<file path="src/rtl/alu_pkg.sv">
// alu_pkg: operation codes, 4-bit ALU commands and argument bundle shared by the nibble sequencer.
package alu_pkg;
  typedef enum logic [1:0] {OP_ADD, OP_SUB, OP_XOR, OP_SHR} op_t;
  typedef enum logic [1:0] {S_IDLE, S_RUN, S_DONE} state_t;
  localparam logic CMD_SUM = 1'b0;
  localparam logic CMD_SHR = 1'b1;
  typedef struct packed {
    logic [3:0] d1;
    logic [3:0] d2;
    logic       cmd;
    logic       carry_in;
    logic       carry_disable;
  } Alu4bitArgs;
endpackage

</file>
<file path="src/rtl/alu_nibble_seq_if.sv">
// alu_nibble_seq_if: request/response handshake bundle between requester, sequencer and consumer.
interface alu_nibble_seq_if #(parameter int NIBBLES = 4) ();
  import alu_pkg::*;
  localparam int WIDTH = 4 * NIBBLES;
  logic             req_valid;
  logic             req_ready;
  op_t              req_op;
  logic [WIDTH-1:0] req_a;
  logic [WIDTH-1:0] req_b;
  logic             req_carry_in;
  logic             rsp_valid;
  logic             rsp_ready;
  logic [WIDTH-1:0] rsp_result;
  logic             rsp_carry;
  logic             rsp_zero;
  logic             busy;
  modport master (output req_valid, req_op, req_a, req_b, req_carry_in, rsp_ready,
                  input req_ready, rsp_valid, rsp_result, rsp_carry, rsp_zero, busy);
  modport slave (input req_valid, req_op, req_a, req_b, req_carry_in, rsp_ready,
                 output req_ready, rsp_valid, rsp_result, rsp_carry, rsp_zero, busy);
endinterface

</file>
<file path="src/rtl/alu_4bit.sv">
// alu_4bit: 4-bit add / carry-less add (xor) / shift-right datapath.
module alu_4bit
  import alu_pkg::*;
(
  input  Alu4bitArgs args_i,
  output logic [3:0] res_o,
  output logic       carry_o
);
  logic [4:0] sum;
  assign sum = {1'b0, args_i.d1} + {1'b0, args_i.d2} + {4'b0, args_i.carry_in};
  always_comb begin
    res_o   = args_i.cmd == CMD_SHR ? {1'b0, args_i.d2[3:1]} :
              args_i.carry_disable ? args_i.d1 ^ args_i.d2 ^ {3'b0, args_i.carry_in} : sum[3:0];
    carry_o = args_i.cmd == CMD_SHR ? args_i.d2[0] : !args_i.carry_disable && sum[4];
  end
endmodule

</file>
<file path="src/rtl/alu_nibble_seq.sv">
// alu_nibble_seq: iterates one alu_4bit over WIDTH-bit operands, LSB nibble first, carry chained in a register.
module alu_nibble_seq
  import alu_pkg::*;
#(
  parameter int NIBBLES = 4
) (
  input logic            clk,
  input logic            rst_n,
  alu_nibble_seq_if.slave bus
);
  localparam int WIDTH = 4 * NIBBLES;
  localparam int IW    = $clog2(NIBBLES);
  state_t           state_q;
  op_t              op_q;
  logic [WIDTH-1:0] a_q, b_q, result_q, result_d, shr_full;
  logic [IW-1:0]    idx_q;
  logic             cin_q, carry_q, rsp_carry_q, rsp_zero_q;
  logic             last, alu_carry;
  logic [3:0]       alu_res, nib_res;
  Alu4bitArgs       args;
  alu_4bit u_alu (.args_i(args), .res_o(alu_res), .carry_o(alu_carry));
  // Whole-word shift result supplies the bit that crosses into each nibble's MSB.
  assign shr_full = {cin_q, b_q[WIDTH-1:1]};
  assign last     = idx_q == IW'(NIBBLES - 1);
  always_comb begin
    args.d1            = a_q[{idx_q, 2'b00} +: 4];
    args.d2            = op_q == OP_SUB ? ~b_q[{idx_q, 2'b00} +: 4] : b_q[{idx_q, 2'b00} +: 4];
    args.cmd           = op_q == OP_SHR ? CMD_SHR : CMD_SUM;
    args.carry_disable = op_q == OP_XOR || op_q == OP_SHR;
    args.carry_in      = op_q == OP_ADD || op_q == OP_SUB ?
                         (idx_q == '0 ? op_q == OP_SUB || cin_q : carry_q) : 1'b0;
    nib_res            = op_q == OP_SHR ? {shr_full[{idx_q, 2'b11}], alu_res[2:0]} : alu_res;
    result_d           = result_q;
    result_d[{idx_q, 2'b00} +: 4] = nib_res;
  end
  always_ff @(posedge clk or negedge rst_n) begin
    if (!rst_n) begin
      state_q     <= S_IDLE;
      op_q        <= OP_ADD;
      a_q         <= '0;
      b_q         <= '0;
      cin_q       <= 1'b0;
      idx_q       <= '0;
      carry_q     <= 1'b0;
      result_q    <= '0;
      rsp_carry_q <= 1'b0;
      rsp_zero_q  <= 1'b0;
    end else begin
      case (state_q)
        S_IDLE: if (bus.req_valid) begin
          op_q    <= bus.req_op;
          a_q     <= bus.req_a;
          b_q     <= bus.req_b;
          cin_q   <= bus.req_carry_in;
          idx_q   <= '0;
          carry_q <= 1'b0;
          state_q <= S_RUN;
        end
        S_RUN: begin
          result_q <= result_d;
          carry_q  <= alu_carry;
          idx_q    <= last ? idx_q : idx_q + 1'b1;
          if (last) begin
            state_q     <= S_DONE;
            rsp_carry_q <= op_q == OP_SHR ? b_q[0] : op_q != OP_XOR && alu_carry;
            rsp_zero_q  <= ~|result_d;
          end
        end
        S_DONE: if (bus.rsp_ready) state_q <= S_IDLE;
        default: state_q <= S_IDLE;
      endcase
    end
  end
  assign bus.req_ready  = state_q == S_IDLE;
  assign bus.rsp_valid  = state_q == S_DONE;
  assign bus.busy       = state_q != S_IDLE;
  assign bus.rsp_result = result_q;
  assign bus.rsp_carry  = rsp_carry_q;
  assign bus.rsp_zero   = rsp_zero_q;
endmodule

</file>
<file path="src/flat_wrapper.sv">
// flat-port wrapper written by rule: the top's interface ports become plain ports
module alu_nibble_seq_flat import alu_pkg::*;
#(
  parameter int NIBBLES = 4
)
  (clk, rst_n, bus_req_valid, bus_req_op, bus_req_a, bus_req_b, bus_req_carry_in, bus_rsp_ready, bus_req_ready, bus_rsp_valid, bus_rsp_result, bus_rsp_carry, bus_rsp_zero, bus_busy);
  alu_nibble_seq_if #(.NIBBLES(NIBBLES)) bus_i ();
  input logic clk;
  input logic rst_n;
  input wire logic [$bits(bus_i.req_valid)-1:0] bus_req_valid;
  input wire logic [$bits(bus_i.req_op)-1:0] bus_req_op;
  input wire logic [$bits(bus_i.req_a)-1:0] bus_req_a;
  input wire logic [$bits(bus_i.req_b)-1:0] bus_req_b;
  input wire logic [$bits(bus_i.req_carry_in)-1:0] bus_req_carry_in;
  input wire logic [$bits(bus_i.rsp_ready)-1:0] bus_rsp_ready;
  output wire logic [$bits(bus_i.req_ready)-1:0] bus_req_ready;
  output wire logic [$bits(bus_i.rsp_valid)-1:0] bus_rsp_valid;
  output wire logic [$bits(bus_i.rsp_result)-1:0] bus_rsp_result;
  output wire logic [$bits(bus_i.rsp_carry)-1:0] bus_rsp_carry;
  output wire logic [$bits(bus_i.rsp_zero)-1:0] bus_rsp_zero;
  output wire logic [$bits(bus_i.busy)-1:0] bus_busy;
  assign bus_i.req_valid = bus_req_valid;
  assign bus_i.req_op = bus_req_op;
  assign bus_i.req_a = bus_req_a;
  assign bus_i.req_b = bus_req_b;
  assign bus_i.req_carry_in = bus_req_carry_in;
  assign bus_i.rsp_ready = bus_rsp_ready;
  assign bus_req_ready = bus_i.req_ready;
  assign bus_rsp_valid = bus_i.rsp_valid;
  assign bus_rsp_result = bus_i.rsp_result;
  assign bus_rsp_carry = bus_i.rsp_carry;
  assign bus_rsp_zero = bus_i.rsp_zero;
  assign bus_busy = bus_i.busy;
  alu_nibble_seq #(.NIBBLES(NIBBLES)) u_core (.clk(clk), .rst_n(rst_n), .bus(bus_i));
endmodule
</file>
<file path="config.mk">
export PLATFORM = sky130hd
export DESIGN_NAME = alu_nibble_seq_flat
export DESIGN_NICKNAME = d
export VERILOG_FILES = /design/src/rtl/alu_pkg.sv /design/src/rtl/alu_nibble_seq_if.sv /design/src/rtl/alu_4bit.sv /design/src/rtl/alu_nibble_seq.sv /design/src/flat_wrapper.sv
export SDC_FILE = /design/constraint.sdc
export NUM_CORES = 1
export LEC_CHECK = 0
export BUFFER_PORTS_ARGS = -buffer_cell sky130_fd_sc_hd__buf_2
export CORE_UTILIZATION = 35
export CTS_CLUSTER_SIZE = 12
export DETAILED_ROUTE_END_ITERATION = 12
export RECOVER_POWER = 50
export SYNTH_ARGS = -nofsm -noshare
export SYNTH_HDL_FRONTEND = slang
export SYNTH_SLANG_ARGS = --single-unit
export TNS_END_PERCENT = 20
</file>
<file path="constraint.sdc">
create_clock -name clk -period 4 [get_ports clk]
set_input_delay 0.8 -clock clk [delete_from_list [all_inputs] [get_ports clk]]
set_output_delay 0.8 -clock clk [all_outputs]
set_load 0.05 [all_outputs]
</file>
# Word level (Yosys, flattened, before mapping)
# Cells that the tools add are included.
dict set report word_totals {
  reg_bits 58
  latchBits 0
  ramBits 0
  romBits 0
  inputBits 39
  out_inout_bits 21
  word_cells 72
  mem_count 0
}
dict set report classes {
  addsub 4
  multipliers 0
  n_div 0
  magnitude_cmp 1
  eq_ne 11
  shifts 4
  mux 21
  bitwise_logic 3
  n_reduce_logical 18
}
# cell n
set op_table {}
lappend op_table {{$shiftx 16x5->4} 2}
lappend op_table {{$bwmux 16} 1}
lappend op_table {{$mux 4} 4}
lappend op_table {{$reduce_or 16->1} 1}
lappend op_table {{$shift 4x6->16 const A} 1}
lappend op_table {{$shiftx 4x6->16} 1}
lappend op_table {{$mux 2} 5}
lappend op_table {{$eq 2x2->1 const B} 4}
lappend op_table {{$ne 2x2->1 const B} 4}
lappend op_table {{$mux 1} 7}
lappend op_table {{$logic_not 2->1} 3}
lappend op_table {{$neg 4->6} 1}
lappend op_table {{$pmux 2 s3} 1}
lappend op_table {{$reduce_and 2->1} 3}
lappend op_table {{$reduce_and 3->1} 2}
lappend op_table {{$add 4x4->5} 1}
lappend op_table {{$add 5x1->5} 1}
lappend op_table {{$lt 4x5->1 const B} 1}
lappend op_table {{$eq 2x1->1 const B} 2}
lappend op_table {{$not 4->4} 1}
lappend op_table {{$pmux 2 s2} 1}
lappend op_table {{$reduce_bool 2->1} 2}
lappend op_table {{$xor 4x1->4} 1}
lappend op_table {{$xor 4x4->4} 1}
lappend op_table {{7 further kinds} 11}

# Logic depth before layout (Yosys ltp)
# Gate-level depths: netlist of the first run.
dict set report depth {
  depth_word 12
  depth_mapped 13
  mapped_depth_nobuf 11
}

# By module
# A second synthesis of the first run with hierarchy kept.
dict set report hier_totals {
  cells_unflattened 234
  hier_area_um2 2917.8
}
# mod instances cells_per_inst area_each_um2
set modules_own_cells {}
lappend modules_own_cells {alu_nibble_seq 1 206 2705.1}
lappend modules_own_cells {alu_4bit 1 28 212.7}

# Least setup slack after synthesis of the first run
# Ideal clock, no wire load.
dict set report synth_path {
  path_kind {flip-flop to flip-flop}
  start {register u_core.idx_q[0]}
  end {register u_core.rsp_zero_q (netlist: u_core.bus.rsp_zero)}
  setup_time_ns 0.095
  arrival_time_ns 2.884
  required_time_ns 3.905
  setup_slack_ns 1.021
  stages_incl_launch_ff 13
  path_buffers 2
  synth_period_minus_slack_ns 2.979
  path_cell_list {dfrtp_1 buf_2 inv_1 ha_1 clkbuf_1 o211ai_1 fa_1 fa_1 xnor2_1 o22a_1 o21ai_0 a2bb2oi_1 o31ai_1}
}
dict set report synth_via {
  elab_chain_cells 12
  elab_cells_between_ends 24
  classes_between {add/sub (3); eq/ne (1); shift (4); mux (9); bitwise (3); reduce/logical (4)}
}
# item line_no
set synth_rtl {}
lappend synth_rtl {{from (decl)} alu_nibble_seq.sv:16} ;# logic [IW-1:0] idx_q;
lappend synth_rtl {{from (signal assigned)} alu_nibble_seq.sv:62} ;# idx_q <= last ? idx_q : idx_q + 1'b1;
lappend synth_rtl {{$shiftx 16x5->4} alu_nibble_seq.sv:27} ;# args.d2 = op_q == OP_SUB ? ~b_q[{idx_q, 2'b00} +: 4] : b_q[{idx_q, 2'b00} +: 4];
lappend synth_rtl {{$not 4->4} alu_nibble_seq.sv:27}
lappend synth_rtl {{$mux 4} alu_nibble_seq.sv:27}
lappend synth_rtl {{$add 4x4->5 or $xor 4x4->4 (tied branches)} {alu_4bit.sv:10, alu_4bit.sv:13}}
lappend synth_rtl {{$add 5x1->5 or $xor 4x1->4 (tied branches)} {alu_4bit.sv:10, alu_4bit.sv:13}}
lappend synth_rtl {{$mux 4} alu_4bit.sv:13} ;# args_i.carry_disable ? args_i.d1 ^ args_i.d2 ^ {3'b0, args_i.carry_in} : sum[3:0];
lappend synth_rtl {{$mux 4} alu_4bit.sv:12} ;# res_o = args_i.cmd == CMD_SHR ? {1'b0, args_i.d2[3:1]} :
lappend synth_rtl {{$mux 4} alu_nibble_seq.sv:32} ;# nib_res = op_q == OP_SHR ? {shr_full[{idx_q, 2'b11}], alu_res[2:0]} : alu_res;
lappend synth_rtl {{$shiftx 4x6->16} alu_nibble_seq.sv:34} ;# result_d[{idx_q, 2'b00} +: 4] = nib_res;
lappend synth_rtl {{$bwmux 16} alu_nibble_seq.sv:34}
lappend synth_rtl {{$reduce_or 16->1} alu_nibble_seq.sv:66} ;# rsp_zero_q <= ~|result_d;
lappend synth_rtl {{$logic_not 1->1} alu_nibble_seq.sv:66}
lappend synth_rtl {{to (signal assigned)} alu_nibble_seq.sv:66}
lappend synth_rtl {{to (decl)} alu_nibble_seq.sv:17} ;# logic cin_q, carry_q, rsp_carry_q, rsp_zero_q;
# Several ways; a longest one is shown, not always the timed one. The select of a mux whose other input is x is not followed.
# A chain may end at the register's enable or synchronous reset.

# Final worst setup path of the first run
# Same ends and word-level chain as after synthesis.

==> results.tsv, run 1 <==
metric	value	unit
Num CTS Buffers	9	
post-route ant nets	0	
cell taking the most area after synthesis	dfrtp_1	
worst-skew pair later-pin latency	0.35	ns
CP peak stage delay	0.61	ns
ys async rst share	1.00	
Crit Path Max Fanout	12	
Synth Net Count	321	
Clock Tree Buf Depth	2	
die area	0.00925	mm^2
Compound-Gate Fraction of Synth Area	0.114	
GR Overflow Total	0	
pin count of the biggest net entering global routing	34	
I/O pin count	60	
ys flop type	dfrtp_1	
vias per std cell	5.14	
most numerous cell on the critical path	fa_1	
detailed-route via count	2270	
clock skew	0.00745	ns
Critical Path RT	4.25	ns
Final Critical Period	3.37	ns
post-synth cell types	49	
GRT Total Usage	0.169	
worst slew pin tran	1.75	ns
R2R Path Start	u_core.idx_q[0]	
Final Hold Fails	0	
Root Driver	clkbuf_8	
status	finished, violations left	
area growth from synthesis to layout	17.9	%
worst-path cell chain	inv_1 > ha_1 > nand2_1 > o211ai_1 > fa_1 > fa_1 > xnor2_1 > o22a_1 > o21ai_0 > a2bb2oi_1 > o31ai_1	
TritonCTS clock tree	yes	
Initial DRC Count	106	
synthesized cell area	0.00310	mm^2
fill cell count	853	
FMAX	296	MHz
first-pass GRT wire length	11400	um
register area share after synthesis	0.468	
hpwl dp	5210	um
DP Area	0.00350	mm^2
cts-stage hold buffer count	0	
n_diodes	0	
crit path kind	reg -> reg	
flops & latches, synth	58	
Buf/Inv on CP	1	
fin crit share	0.843	
syn avg cell area	11.4	um^2
depth of the CTS H-tree	3	
startpoint types	flop	
max-slew violation count	34	
Hold Startpoint	u_core.bus.rsp_carry	
Synth Warn #	0	
DRT Pass-1 Iters	4	
Setup TNS Final	0	ns
number of flops mapped to enable cells by yosys	0	
failing checks	capacitance limit, slew limit	
Sink Count	58	
share of cells above drive strength 1	0.341	
Post-Syn Instances	272	
core area	0.00838	mm^2
# Max-Cap Violations	1	
Crit path max-delay family	adder cells	
relative slew slack	-0.167	
Avg WL per Cell	15.7	um
Setup WS pre-CTS	0.614	ns
top cells by area, synth	dfrtp_1, mux2_2, mux4_2, nand2_1, ha_1	
Post-Synth Simple-Gate Area	0.119	
multi-input logic area	0.00154	mm^2
RSZ-0062 raised after global routing	no	
Placement Rows	33	
Finish-stage setup viols	0	
final cell count without fillers	442	
crit path from	u_core.idx_q[0]	
die span in x	96.2	um
Setup Buffers After CTS	0	
most frequent cell after synthesis	dfrtp_1	
CP endpoint kind	flop	
Inst Count DP	426	
setup ws final	0.627	ns
Synth Area in XOR/XNOR	0.0141	
fin nets	381	
post_cts resized	0	
Die Y	96.2	um
mux cell area share after synthesis	0.205	
Worst-path clk slew	0.07	ns
final WL	6950	um
Port Buffers	59	
Commonest cells post-synth	dfrtp_1, mux2_2, nand2_1	
Register Area	0.00145	mm^2
main combinational cell family by area after synthesis	multiplexers	
number of global-route vias before repair	2270	
Initial Util	0.370	
final instance area	0.00366	mm^2
CP max-delay cell	dfrtp_1	
Worst Path Arrival	3.62	ns
Synth Area in Adders	0.0451	
Synth top area share	0.468	
DRC Markers	0	
Hold Path Class	reg -> reg	
gpl congestion	0.849	
initial antenna violation count	0	
routing by layer:
layer	GRT usage	wire length (um)	part of all wire	vias up
li1	-	-	-	1102
met1	0.227	3300	0.47	1108
met2	0.260	3240	0.47	51
met3	0.0442	325	0.047	9
met4	0.0634	87	0.013	0
met5	0	0	0	-
state kept, by name, summed over array words and instances (netlist names):
signal,cells
u_core.cin_q,1
u_core.bus.rsp_zero,1
u_core.op_q,2
u_core.carry_q,1
u_core.bus.rsp_result,16
u_core.a_q,16
u_core.b_q,16
u_core.idx_q,2
u_core.bus.rsp_carry,1
u_core.state_q,2
final cells by class:
cell class / count / area share
clock buffer: 9 / 0.0338
clock inverter: 7 / 0.0150
inverter: 12 / 0.0123
multi-input combinational: 188 / 0.422
sequential: 58 / 0.396
tap: 105 / 0.0359
timing repair buffer: 63 / 0.0848
placed cells by master, fill, tap and decap left out, drive strengths merged, types with 2 or more instances in the layout:
| cell | instances |
|---|---|
| mux2i | 6 |
| nand3b | 3 |
| mux2 | 38 |
| a32o | 2 |
| o32ai | 2 |
| a2bb2oi | 4 |
| and3 | 2 |
| xor2 | 3 |
| nor2b | 5 |
| xnor2 | 2 |
| nor3b | 2 |
| nor3 | 5 |
| a21oi | 6 |
| o22ai | 2 |
| inv | 13 |
| and2 | 3 |
| o21a | 2 |
| ha | 8 |
| nand3 | 2 |
| nand2 | 32 |
| mux4 | 6 |
| o21ai | 18 |
| clkbuf | 19 |
| clkinvlp | 5 |
| dfrtp | 58 |
| nand4b | 2 |
| buf | 53 |
| nor2 | 8 |
| nor4 | 2 |
| fa | 2 |
| a22o | 2 |
| nand2b | 4 |
tightest hold or removal path: cells and delay by family, from the launching register on:
| kind | cells | cell delay [ns] |
|---|---|---|
| AO/OA/AOI/OAI | 1 | 0.06 |
| AND/OR/NAND/NOR | 1 | 0.04 |
| flip-flops | 1 | 0.35 |
kinds of logic (layout without fill, tap and decap cells):
logic type      count (synthesis)  in the layout
compound gates                 50             50
mux                            50             50
simple gates                   73             73
fa+ha+maj                      10             10
buf+inv                        26             91
flops                          58             58
xor+xnor                        5              5
worst paths after layout:
path / end / slack [ns] / cells after the start
setup / recovery: u_core.bus.rsp_zero / 0.63 / 11
hold / removal: u_core.bus.rsp_carry / 0.49 / 2
setup reg to reg: u_core.bus.rsp_zero / 0.63 / 11
hold reg to reg: u_core.bus.rsp_carry / 0.49 / 2
max in group asynchronous: u_core.a_q[4] / 0.94 / 2
min in group asynchronous: u_core.b_q[2] / 0.78 / 1
metrics by stage:
| stage | hold slack (ns) | utilization |
|---|---|---|
| after global routing | 0.526 | 0.437 |
| final | 0.489 | 0.437 |
| after CTS | 0.472 | 0.439 |
| after detailed placement | 0.482 | 0.417 |
| after global placement | 0.468 | 0.417 |
| after floorplan | 0.475 | - |
Power of run 1 is left out: the tool's default activity adds up to more than one toggle a clock period on the data nets, which glitch-free logic cannot reach.
==> run 2: changes to the inputs <==
--- a/config.mk
+++ b/config.mk
@@ -5,6 +5,7 @@
 export SDC_FILE = /design/constraint.sdc
 export NUM_CORES = 1
 export LEC_CHECK = 0
+export ABC_AREA = 1
 export BUFFER_PORTS_ARGS = -buffer_cell sky130_fd_sc_hd__buf_2
 export CORE_UTILIZATION = 35
 export CTS_CLUSTER_SIZE = 12
==> constraint.sdc (replaced) <==
create_clock -name clk -period 3.22 [get_ports clk]
set_input_delay 0.644 -clock clk [delete_from_list [all_inputs] [get_ports clk]]
set_output_delay 0.644 -clock clk [all_outputs]
set_load 0.05 [all_outputs]
==> results.tsv, run 2 <==
metric	value	unit	change
status	finished, violations left		
failing checks	capacitance limit, slew limit		
Placement Rows	34		+3.0%
detailed-route via count	2864		+26%
area growth from synthesis to layout	20.4	%	
cell-internal power	0.00238	W	
startpoint types	flop		
met2 Usage GRT	0.305		+0.0445
Initial Util	0.361		-0.00977
top cells by area, synth	dfrtp_1, nand2_1, nor2_1, o21ai_0, ha_1		
DRT Pass-1 Iters	4		unchanged
die span in x	96.6	um	+0.40%
Commonest cells post-synth	nand2_1, dfrtp_1, nor2_1		
I/O pin count	60		unchanged
ys flop type	dfrtp_1		
hpwl dp	5770	um	+11%
Synth top area share	0.464		-0.00374
Crit Path Max Fanout	14		+2
Root Driver	clkbuf_8		
hold depth	2		unchanged
PwrDens	1300	mW/mm^2	
Num CTS Buffers	9		unchanged
Finish-stage setup viols	0		unchanged
relative slew slack	-0.314		-0.147
grt peak-use layer	met2		
Comb pwr share	0.581		
Die Y	96.6	um	+0.40%
Worst Path Arrival	3.23	ns	-0.39 ns
sw power	0.00250	W	
number of flops mapped to enable cells by yosys	0		unchanged
first-pass GRT wire length	13300	um	+16%
post-route ant nets	0		unchanged
Sink Count	58		unchanged
RSZ-0062 raised after global routing	no		
synthesized cell area	0.00313	mm^2	+0.81%
final cell count without fillers	595		+35%
Inst Count DP	579		+36%
Synth Warn #	0		unchanged
flops & latches, synth	58		unchanged
core area	0.00868	mm^2	+3.5%
ys async rst share	1.00		unchanged
clock skew	0.00854	ns	+0.00108 ns
crit path from	u_core.idx_q[1]		
Power, Total	0.00488	W	
Worst Hold End	u_core.state_q[1]		
R2R Path Start	u_core.idx_q[1]		
worst-skew pair later-pin latency	0.34	ns	about the same
post_cts resized	0		unchanged
fin crit share	0.928		+0.0849
sequential power share	0.267		
syn avg cell area	7.45	um^2	-35%
most frequent cells in the layout	nand2_1, dfrtp_1, buf_2, nor2_1, inv_1		
cts-stage hold buffer count	0		unchanged
VDD IR max	0.431	mV	
fin nets	531		+39%
number of global-route vias before repair	2814		+24%
GR Overflow Total	0		unchanged
final WL	7960	um	+15%
FF-to-FF End	u_core.bus.rsp_zero		
Worst-path clk slew	0.07	ns	about the same
Final Critical Period	2.99	ns	-0.384 ns
GRT Total Usage	0.192		+0.0235
Clock Tree Buf Depth	2		unchanged
met1 usage	0.251		+0.0239
vias per std cell	4.81		-6.3%
crit path kind	reg -> reg		
Critical Path RT	3.46	ns	-0.79 ns
worst reg-to-reg setup slack	0.23	ns	-0.40 ns
initial antenna violation count	0		unchanged
Initial DRC Count	124		+17%
most frequent cell after synthesis	nand2_1		
max-slew violation count	37		+8.8%
Switching Share	0.512		
Synth Net Count	469		+46%
Final Hold Fails	0		unchanged
Final Util	0.434		-0.00267
commonest non-fill, non-tap cell in the layout	nand2_1		
CP endpoint kind	flop		
# Max-Cap Violations	1		unchanged
Post-Syn Instances	420		+54%
FF-to-FF path depth	15		+4
static leakage	1.97	nW	
n_diodes	0		unchanged
M3 GR Usage	0.0469		+0.00271
Port Buffers	59		unchanged
depth of the CTS H-tree	3		unchanged
FMAX	335	MHz	+13%
die area	0.00932	mm^2	+0.79%
DRC Markers	0		unchanged
worst slew pin tran	1.97	ns	+0.220 ns
Hold Path Class	in -> reg		
Avg WL per Cell	13.4	um	-15%
share of cells above drive strength 1	0.201		-0.140
register area share after synthesis	0.464		-0.00374
clock network power share	0.152		
Hold Startpoint	bus_rsp_ready		
cell taking the most area after synthesis	dfrtp_1		
post-synth cell types	32		-35%
Setup TNS Final	0	ns	unchanged
gpl congestion	0.938		+11%
TritonCTS clock tree	yes		
pin count of the biggest net entering global routing	37		+8.8%
Setup Buffers After CTS	0		unchanged
## run 2: cell types whose count changed in the layout (fill, tap and decap cells not counted), moves of 8 or more
cell and delta:
nand2_1 +140, mux2_2 -36, nor2_1 +28, nand3_1 +14, inv_1 +12, nand4_1 +8
## run 2: worst max-delay path by stage
stage | end | slack (ns) | cells after the start
final | u_core.bus.rsp_zero | 0.23 | 15
after global routing | u_core.bus.rsp_zero | 0.004 | 17
after CTS | u_core.bus.rsp_zero | 0.14 | 16
after detailed placement | u_core.bus.rsp_zero | 0.14 | 16
after global placement | u_core.bus.rsp_zero | 0.20 | 16
after floorplan | u_core.bus.rsp_zero | 0.16 | 18
## run 2: per-layer routing
metal	part of all wire	routed length, um	vias up
li1	-	-	1464
met1	0.49	3880	1323
met2	0.45	3620	64
met3	0.043	339	13
met4	0.015	123	0
met5	0	0	-
## run 2: layout make-up
| cell class | count | area (um^2) |
|---|---|---|
| inverter | 33 | 126 |
| timing repair buffer | 68 | 344 |
| clock buffer | 9 | 124 |
| fill | 922 | 4910 |
| clock inverter | 7 | 93.8 |
| tap | 108 | 135 |
| sequential | 58 | 1450 |
| multi-input combinational | 312 | 1490 |
## run 2: power groups by stage
stage	clock network [W]	registers [W]	logic, W
2_1_floorplan	0	0.00157	0.00183
3_3_place_gp	0	0.00131	0.00273
3_5_place_dp	0	0.00131	0.00278
4_1_cts	0.000765	0.00130	0.00279
5_1_grt	0.000803	0.00135	0.00320
6_report	0.000743	0.00130	0.00284
## run 2: worst max-delay path, cell delays in order, from the launching register on
cell and delay (ns):
dfrtp_2 0.47, inv_2 0.24, ha_1 0.27, o211ai_1 0.12, fa_1 0.44, fa_1 0.44
nor2_1 0.11, nor2_1 0.06, nor2_2 0.12, nand4_1 0.17, o21ai_2 0.19, nor2_1 0.06
nand2_1 0.07, nor2_1 0.04, nand2_1 0.05, nand2_1 0.04
## run 2: cells by family (layout without fill, tap and decap cells)
| family | count (synthesis) | after routing | synth area share |
|---|---|---|---|
| buffers and inverters | 50 | 117 | 0.0660 |
| adder cells (fa/ha/maj) | 10 | 10 | 0.0448 |
| AND/OR/NAND/NOR | 249 | 249 | 0.323 |
| AO/OA/AOI/OAI | 49 | 49 | 0.0908 |
| flip-flops | 58 | 58 | 0.464 |
| XOR/XNOR | 4 | 4 | 0.0112 |
## run 2: stage by stage
step	instance area, um^2	setup WS (ns)	hold WS, ns
2_1_floorplan	3130	0.156	0.348
3_3_place_gp	3540	0.202	0.461
3_5_place_dp	3540	0.135	0.462
4_1_cts	3760	0.138	0.423
5_1_grt	3770	0.00381	0.460
6_report	3770	0.231	0.476
No activity file was read; power rests on OpenSTA's default activity.
